$ cat src/rtl/vc_read_arbiter.sv
// Packet-aware round-robin reader for VC_NUM virtual-channel buffers.
// It holds one VC until the packet's TAIL has gone out, and it only reads when a downstream credit is available.
module vc_read_arbiter #(
  parameter int unsigned VC_NUM    = 4,
  parameter int unsigned FLIT_SIZE = 8,
  parameter int unsigned CREDITS   = 8
) (
  input  logic                         clk,
  input  logic                         rst,
  input  logic [VC_NUM*FLIT_SIZE-1:0]  data_i,
  input  logic [VC_NUM-1:0]            empty_i,
  input  logic                         credit_i,
  output logic [VC_NUM-1:0]            read_o,
  output logic [FLIT_SIZE-1:0]         flit_o,
  output logic                         valid_o,
  output logic [$clog2(VC_NUM)-1:0]    grant_o,
  output logic [$clog2(CREDITS+1)-1:0] credit_cnt_o,
  output logic                         error_o
);

  localparam int unsigned VcW  = $clog2(VC_NUM);
  localparam int unsigned CntW = $clog2(CREDITS + 1);

  localparam logic [1:0] TypeHead = 2'b10;
  localparam logic [1:0] TypeBody = 2'b00;
  localparam logic [1:0] TypeTail = 2'b01;

  localparam logic [CntW-1:0] CntMax = CntW'(CREDITS);

  typedef enum logic [0:0] {StIdle, StLocked} state_e;

  state_e               r_state, w_state_next;
  logic [VcW-1:0]       r_rr_ptr, w_rr_ptr_next;
  logic [VcW-1:0]       r_lock_vc, w_lock_vc_next;
  logic [CntW-1:0]      r_credit_cnt, w_credit_cnt_next;
  logic                 r_error, w_error_next;
  logic                 r_valid;
  logic [FLIT_SIZE-1:0] r_flit, w_flit_next;
  logic [VcW-1:0]       r_grant;

  logic [VC_NUM-1:0]    w_eligible;
  logic                 w_idle_found;
  logic [VcW-1:0]       w_idle_sel;
  logic                 w_req;
  logic [VcW-1:0]       w_sel;
  logic                 w_has_credit;
  logic                 w_read;
  logic [FLIT_SIZE-1:0] w_sel_flit;
  logic [1:0]           w_sel_type;

  // Only a packet start (HEAD or HEADTAIL, i.e. type MSB set) may win arbitration.
  always_comb begin
    for (int k = 0; k < VC_NUM; k++) begin
      w_eligible[k] = ~empty_i[k] & data_i[k*FLIT_SIZE + FLIT_SIZE - 1];
    end
  end

  // Scanning downward lets the candidate closest to r_rr_ptr be written last and win.
  always_comb begin
    logic [VcW-1:0] w_idx;
    w_idle_found = 1'b0;
    w_idle_sel   = r_rr_ptr;
    w_idx        = '0;
    for (int i = VC_NUM - 1; i >= 0; i--) begin
      w_idx = r_rr_ptr + VcW'(i);
      if (w_eligible[w_idx]) begin
        w_idle_found = 1'b1;
        w_idle_sel   = w_idx;
      end
    end
  end

  always_comb begin
    if (r_state == StLocked) begin
      w_sel = r_lock_vc;
      w_req = ~empty_i[r_lock_vc];
    end else begin
      w_sel = w_idle_sel;
      w_req = w_idle_found;
    end
  end

  assign w_has_credit = (r_credit_cnt != '0);
  assign w_read       = rst & w_req & w_has_credit;
  assign w_sel_flit   = data_i[32'(w_sel) * FLIT_SIZE +: FLIT_SIZE];
  assign w_sel_type   = w_sel_flit[FLIT_SIZE-1 -: 2];

  always_comb begin
    read_o = '0;
    if (w_read) begin
      read_o[w_sel] = 1'b1;
    end
  end

  always_comb begin
    w_state_next   = r_state;
    w_rr_ptr_next  = r_rr_ptr;
    w_lock_vc_next = r_lock_vc;
    w_flit_next    = w_sel_flit;
    if (w_read) begin
      unique case (r_state)
        StIdle: begin
          if (w_sel_type == TypeHead) begin
            w_state_next   = StLocked;
            w_lock_vc_next = w_sel;
          end else begin
            w_rr_ptr_next = w_sel + VcW'(1);
          end
        end
        StLocked: begin
          // A stray packet start inside a packet is passed through as BODY.
          if (w_sel_type[1]) begin
            w_flit_next[FLIT_SIZE-1 -: 2] = TypeBody;
          end
          if (w_sel_type == TypeTail) begin
            w_state_next  = StIdle;
            w_rr_ptr_next = r_lock_vc + VcW'(1);
          end
        end
        default: ;
      endcase
    end
  end

  always_comb begin
    w_credit_cnt_next = r_credit_cnt;
    w_error_next      = r_error;
    if (w_read && !credit_i) begin
      w_credit_cnt_next = r_credit_cnt - CntW'(1);
    end else if (!w_read && credit_i) begin
      if (r_credit_cnt == CntMax) begin
        w_error_next = 1'b1;
      end else begin
        w_credit_cnt_next = r_credit_cnt + CntW'(1);
      end
    end
  end

  always_ff @(posedge clk) begin
    if (!rst) begin
      r_state      <= StIdle;
      r_rr_ptr     <= '0;
      r_lock_vc    <= '0;
      r_credit_cnt <= CntMax;
      r_error      <= 1'b0;
      r_valid      <= 1'b0;
      r_flit       <= '0;
      r_grant      <= '0;
    end else begin
      r_state      <= w_state_next;
      r_rr_ptr     <= w_rr_ptr_next;
      r_lock_vc    <= w_lock_vc_next;
      r_credit_cnt <= w_credit_cnt_next;
      r_error      <= w_error_next;
      r_valid      <= w_read;
      if (w_read) begin
        r_flit  <= w_flit_next;
        r_grant <= w_sel;
      end
    end
  end

  assign flit_o       = r_flit;
  assign valid_o      = r_valid;
  assign grant_o      = r_grant;
  assign credit_cnt_o = r_credit_cnt;
  assign error_o      = r_error;

endmodule

$ cat config.mk
export PLATFORM = sky130hd
export DESIGN_NAME = vc_read_arbiter
export DESIGN_NICKNAME = d
export VERILOG_FILES = /design/src/rtl/vc_read_arbiter.sv
export SDC_FILE = /design/constraint.sdc
export NUM_CORES = 1
export LEC_CHECK = 0
export ABC_AREA = 1
export CAP_MARGIN = 25
export CELL_PAD_IN_SITES_DETAIL_PLACEMENT = 0
export CELL_PAD_IN_SITES_GLOBAL_PLACEMENT = 2
export CORE_MARGIN = 4
export CORE_UTILIZATION = 21
export CTS_BUF_LIST = sky130_fd_sc_hd__clkbuf_8
export CTS_CLUSTER_SIZE = 25
export DETAILED_ROUTE_END_ITERATION = 16
export PLACE_DENSITY = 0.8
export SLEW_MARGIN = 10
export SYNTH_ARGS = -nofsm -noshare
export SYNTH_HDL_FRONTEND = slang
export SYNTH_SLANG_ARGS = --single-unit
$ cat constraint.sdc
create_clock -name clk -period 2.3 [get_ports clk]
set_input_delay 0.46 -clock clk [delete_from_list [all_inputs] [get_ports clk]]
set_output_delay 0.46 -clock clk [all_outputs]
set_load 0.05 [all_outputs]
### After elaboration in Yosys (flattened, before gate mapping)

Index checks and enable logic that the tools add are counted.

| storage, ports and cells | value |
|---|---|
| bits of input ports | 39 |
| output and inout bits | 20 |
| bits in registers | 21 |

| cells by class | value |
|---|---|
| order comparisons | 7 |
| bitwise logic cells | 13 |
| shift operators | 1 |
| reduce and logical (&&, ||, !) cells | 11 |
| eq/ne operators | 6 |
| muxes and demuxes | 34 |
| add/sub/neg operators | 7 |

Operators by type and width:

| cell | count |
|---|---|
| indexed part select 32 x 6 -> 8 bit | 1 |
| less-than comparator 2 x 3 -> 1 bit, second input constant | 6 |
| 2-to-1 mux 2 bit | 8 |
| 2-to-1 mux 4 bit | 4 |
| 2-to-1 mux 1 bit | 14 |
| binary-select mux 1 bit (select 2 bit) | 5 |
| AND reduction 3 bit | 3 |
| inverter 1 bit | 7 |
| adder 2 x 1 -> 2 bit, second input constant | 3 |
| bitwise AND 1 bit | 6 |
| adder 2 bit, second input constant | 2 |
| adder 4 x 1 -> 4 bit, second input constant | 1 |
| == test 4 bit, second input constant | 1 |
| != test 2 bit, second input constant | 2 |
| one-hot mux 2 bit (2 select lines) | 1 |
| nonzero test 4 bit | 1 |
| subtractor 4 x 1 -> 4 bit, second input constant | 1 |
| logical AND 1 bit | 3 |
| demux 1 bit (select 2 bit) | 1 |
| == test 2 x 1 -> 1 bit, second input constant | 1 |
| == test 2 bit, second input constant | 1 |
| >= comparator 2 x 1 -> 1 bit, second input constant | 1 |
| logical NOT 1 bit | 2 |
| != test 2 x 1 -> 1 bit, second input constant | 1 |
| 3 further kinds | 3 |

### Longest topological paths before layout

Gate-level depths: netlist (run 1).

| logic depth | value |
|---|---|
| depth after elaboration | 15 |
| depth in mapped cells | 20 |
| mapped depth without buffers | 19 |

### Worst setup path before layout (run 1)

No wires, ideal clock.

| timing | value |
|---|---|
| path type | register to output |
| start point | reg r_credit_cnt[0], in the netlist credit_cnt_o[0] |
| end point | out read_o[0] |
| stages on the path, launching flop included | 8 |
| slack | -0.652 ns |
| arrival time | 2.492 ns |
| cells stage by stage | dfxtp_1 > nor2_1 > nand2_1 > inv_1 > nor4_4 > inv_4 > buf_1 > nor2_1 |

| on the way | value |
|---|---|
| word-level cells in the longest chain between the ends | 3 |

RTL lines:

| element | RTL line | RTL |
|---|---|---|
| start, declared | 35 | `logic [CntW-1:0] r_credit_cnt, w_credit_cnt_next;` |
| start signal, assigned | 144 | `r_credit_cnt <= CntMax;` |
| start signal, assigned | 153 | `r_credit_cnt <= w_credit_cnt_next;` |
| nonzero test 4 bit | 83 | `assign w_has_credit = (r_credit_cnt != '0);` |
| bitwise AND 1 bit | 84 | `assign w_read = rst & w_req & w_has_credit;` |
| named net w_read | 47 | `logic w_read;` |
| 2-to-1 mux 4 bit | 90 | `if (w_read) begin` |
| end, declared | 13 | `output logic [VC_NUM-1:0] read_o,` |

The timed path passes the listed nets, and every way through them passes these cells.

### Worst setup path after layout (run 1)

| timing | value |
|---|---|
| start point | reg r_rr_ptr[0] |
| end point | out read_o[3] |

| on the way | value |
|---|---|
| word-level cells in the longest chain between the ends | 13 |
| elaborated cells between the ends (all ways) | 29 |
| classes of those cells | 3 x add/sub; 2 x order compare; 21 x mux; 2 x bitwise; 1 x reduce/logical |

RTL lines:

| element | RTL line | RTL |
|---|---|---|
| start, declared | 33 | `logic [VcW-1:0] r_rr_ptr, w_rr_ptr_next;` |
| start signal, assigned | 151 | `r_rr_ptr <= w_rr_ptr_next;` |
| adder 2 bit | 65 | `w_idx = r_rr_ptr + VcW'(i);` |
| binary-select mux 1 bit (select 2 bit) | 66 | `if (w_eligible[w_idx]) begin` |
| 2-to-1 mux 1 bit (implied by the code) | 66 |  |
| 2-to-1 mux 2 bit (4 in a row) | 66 |  |
| 2-to-1 mux 2 bit | 74 | `if (r_state == StLocked) begin` |
| less-than comparator 2 x 3 -> 1 bit (implied by the code) or >= comparator 2 x 1 -> 1 bit (tied branches) | 91 | `read_o[w_sel] = 1'b1;` |
| logical AND 1 bit (implied by the code) | 91 |  |
| 2-to-1 mux 1 bit (implied by the code) | 91 |  |
| demux 1 bit (select 2 bit) | 91 |  |
| 2-to-1 mux 4 bit * | 90 |  |

Mark *: on every way between the ends. The rest lies on a longest branch, timed or not. The select of a mux whose other input is x is not followed.

==> impl_summary.md, run 1 <==
Logic synthesis
After synthesis the netlist holds a flip-flop and latch count of 21. The share of the synthesized area in compound gates (AO/OA/AOI/OAI) was 0.150. The warning count from the yosys run is 0. In the synthesized netlist, the number of instances is 238. The number of synthesized flops with an enable pin is 0.

The parity-gate share of the synthesized area counting xor and xnor cells is 0.0209. The register area share after synthesis is 0.260. After synthesis, the largest family of logic cells by area is simple AND/OR/NAND/NOR gates. Of the total synthesized cell area, the portion taken by AND, OR, NAND and NOR gates is 0.393. Of the total synthesized cell area, the portion taken by full adders, half adders and majority gates is 0.0619. The commonest register cell after synthesis is sky130_fd_sc_hd__dfxtp_1. The netlist area before placement is 1620 um2. The mux contribution to synthesized area is 0. Each instance of the synthesized netlist takes up on average 6.79 um2. The post-synthesis net count is 285. The count of cell types in the netlist is 34. The async set or reset register ratio after synthesis is 0.

Setup path
The critical path start-end classification is reg2out. Of all nets on the critical path, the largest fanout is 7. The largest single stage delay on the critical path is 0.46 ns. The worst setup path startpoint is r_rr_ptr[0]$_SDFFE_PN0P_. STA classifies the critical path startpoint as a flip-flop. For the worst setup path, the data required time is 1.84 ns. The worst endpoint data arrival time is 2.03 ns. The worst register-to-register path begins at r_rr_ptr[0]$_SDFFE_PN0P_.

The critical path goes through nand3_2 -> nand2_4 -> nand2_1 -> nand2_1 -> inv_1 -> nand2_1 -> nand2_2 -> nand2_2 -> nand2_2 -> nand3_4 -> nand2_8 -> inv_8 -> ha_4 -> inv_2 -> nor2_4 -> buf_12. The slowest stage of the critical path is the sky130_fd_sc_hd__dfxtp_4 cell. The depth of the worst register-to-register path is 14. The nature of the critical path endpoint is a primary output.

Floorplanning
For this configuration, the core starts out at a cell density of 0.219. The core region is 7370 um2. The horizontal extent of the die is 95.7 um.

The die covers 9170 um2. 59 I/O pins were placed. After floorplanning, the core was divided into 31 placement rows. The vertical die dimension is 95.7 um.

STA
Setup repair after global routing could not meet its margin everywhere. The slew at the pin closest to its max-slew limit is 0.513 ns. The maximum frequency from static timing analysis is 0.402 GHz. The total count of hold-check failures in the final report was 0. The worst clock skew is 0.00212 ns.

Setup violations remaining at the end of the flow were counted as 6. The number of slew-limit violations in the final report is 0. The final critical path time including I/O delays and setup is 2.49 ns. The final setup slack of the worst path is -0.188 ns.

The aggregate negative setup slack is -0.692 ns. The worst max-slew margin expressed relative to the limit is 0.657. Of the available clock period, the critical path in the final layout requires 1.08.

Status
The run finished, with violations left. The final reports fail on negative setup slack.

Placed design
Input and output buffers added on the ports amount to 58. The cell count after placement is 426. The weighted congestion at the end of routability-driven global placement is 0.821. Timing analysis after detailed placement gives a worst setup slack of -0.590 ns. The wire-length estimate of the detail-placed layout is 4.32 mm.

Clock network
The clock slew at the register clock pins of the worst setup and hold paths is 0.08 ns. The TritonCTS clock tree is done. The clock reaches the later pin of the worst-skew pair after 0.26 ns. The number of H-tree levels is 1. Buffers inserted during clock tree synthesis total 3. The deepest clock path buffer count is 2. CTS saw 21 sinks. The tree is rooted in a sky130_fd_sc_hd__clkbuf_8.

Min path
The worst hold path begins at error_o$_SDFFE_PN0P_. In this run the worst hold path is classified as reg2reg. The cell depth of the worst min-delay path is 2.

Detailed routing
In the routed design, unresolved DRC markers number 0. The first detailed-routing pass ran for 4 iterations. After detailed routing, the total wire length is 5.51 mm.

The routed layout has 1867 vias. The detail route stage leaves a number of antenna-violating nets equal to 0. For this block, the initial DRC count from the detailed router was 82. The routed wirelength normalized by instance count is 12.5 um.

Using the TritonRoute via totals, the vias-per-cell ratio works out to 4.22.

Layout
For this run, the number of standard cells in the final layout without fillers is 442. Of the cells placed in the final design, the portion with a size suffix greater than 1 is 0.437. The top cell types in the final layout, fill and taps aside, are sky130_fd_sc_hd__clkdlybuf4s50_1 (46), sky130_fd_sc_hd__buf_4 (46), sky130_fd_sc_hd__nand2_1 (34), sky130_fd_sc_hd__nand3_1 (21), sky130_fd_sc_hd__nand2_2 (17).

The number of antenna diodes is 0. Relative to the synthesized area, the layout overhead comes to 88.3%. The final layout contains 391 nets. The final standard cell utilization of the core is 0.413.

Global routing
Entering global routing, the biggest net connects 15 pins. The initial antenna violation count is 0. The via count of the first global-routing pass is 1973. After global routing the overflow that remains totals 0. The global router's overall resource usage is 0.128. The first-pass GRT wire length is 9.38 mm.

Power and ir drop
In this run the power density over the cells is 1730 nW/um2. The design draws 5.26 mW. The net switching power of the design is 2.74 mW.

The clock network fraction of design power is 0.047. VDD sags by at most 749 uV. Of the total power, the share spent switching nets is 0.520.

The cell leakage power is 1.29 nW. The internal portion of the total power is 2.52 mW. The share of total power dissipated in sequential elements is 0.131. The share of total power in combinational logic is 0.823.

Job
Across the run, the number of max-cap violations was 0.
-- area by class of cell --
type | instances | area (um2)
Fill cell | 784 | 4330
Multi-Input combinational cell | 179 | 1280
Timing Repair Buffer | 107 | 1000
Sequential cell | 21 | 442
Inverter | 32 | 145
Tap cell | 99 | 124
Clock buffer | 3 | 41.3
Clock inverter | 1 | 3.75
-- logic make-up (layout without fill, tap and decap cells) --
family | after synthesis | after routing
AO/OA/AOI/OAI | 44 | 44
XOR/XNOR | 3 | 3
adder cells (fa/ha/maj) | 8 | 8
buffers and inverters | 38 | 143
flip-flops | 21 | 21
AND/OR/NAND/NOR | 124 | 124
-- final timing paths --
check	end	slack, ns
setup / recovery	read_o[3]	-0.19
hold / removal	error_o$_SDFFE_PN0P_	0.45
setup reg to reg	credit_cnt_o[3]$_SDFFE_PN1P_	-0.01
hold reg to reg	error_o$_SDFFE_PN0P_	0.45
-- critical path, delay by kind of cell (launching register included) --
| kind | cells | cell delay (ns) |
|---|---|---|
| and+or+nand+nor | 11 | 0.89 |
| DFF | 1 | 0.46 |
| buffers and inverters | 4 | 0.29 |
| adders and majority gates | 1 | 0.12 |
-- power groups by stage --
stage	clock [mW]	combinational, mW	sequential, mW
floorplan	0	2.27	0.986
global route	0.276	4.75	0.712
detailed placement	0	3.96	0.636
global placement	0	3.95	0.638
CTS	0.256	4.33	0.683
finish	0.245	4.33	0.687
-- synth_stat cells (all sizes together), types with 6 or more instances --
| library cell | count | area share |
|---|---|---|
| nor2 | 30 | 0.091 |
| buf | 6 | 0.035 |
| a21oi | 15 | 0.049 |
| dfxtp | 21 | 0.26 |
| nand3 | 32 | 0.12 |
| o21ai | 21 | 0.067 |
| inv | 32 | 0.079 |
| o22ai | 6 | 0.023 |
| nand2 | 56 | 0.15 |
| ha | 8 | 0.062 |
-- timing repair --
item | CTS | global route
hold buffers | 0 | 0
setup endpoints to repair | 22 | 13
setup buffers | 12 | 1
pin swaps | 27 | 19
resized for setup | 62 | 10
-- stage by stage --
stage | hold slack, ns | area [um2]
global route | 0.473 | 3040
global placement | 0.442 | 2750
finish | 0.449 | 3040
CTS | 0.454 | 3010
detailed placement | 0.441 | 2750
floorplan | 0.452 | 1770
-- layer usage --
| metal | track usage | vias to the layer above | part of all wire |
|---|---|---|---|
| met3 | 0.0156 | 8 | 0.037 |
| li1 | - | 995 | - |
| met1 | 0.176 | 826 | 0.48 |
| met4 | 0.0296 | 0 | 0.013 |
| met5 | 0 | - | 0 |
| met2 | 0.215 | 38 | 0.47 |
-- state kept, by name (all words and copies together) (netlist names) --
signal        cells
credit_cnt_o      4
r_rr_ptr          2
error_o           1
valid_o           1
grant_o           2
flit_o            8
r_state           1
r_lock_vc         2
(Power assumes the default switching activity.)
==> inputs of run 2 (changes only) <==
--- a/config.mk
+++ b/config.mk
@@ -6,6 +6,7 @@
 export NUM_CORES = 1
 export LEC_CHECK = 0
 export ABC_AREA = 1
+export ABC_CLOCK_PERIOD_IN_PS = 2300
 export CAP_MARGIN = 25
 export CELL_PAD_IN_SITES_DETAIL_PLACEMENT = 0
 export CELL_PAD_IN_SITES_GLOBAL_PLACEMENT = 2
==> results of run 2 <==
Same layout as run 1: the final DEF is identical, and so are final timing and power.
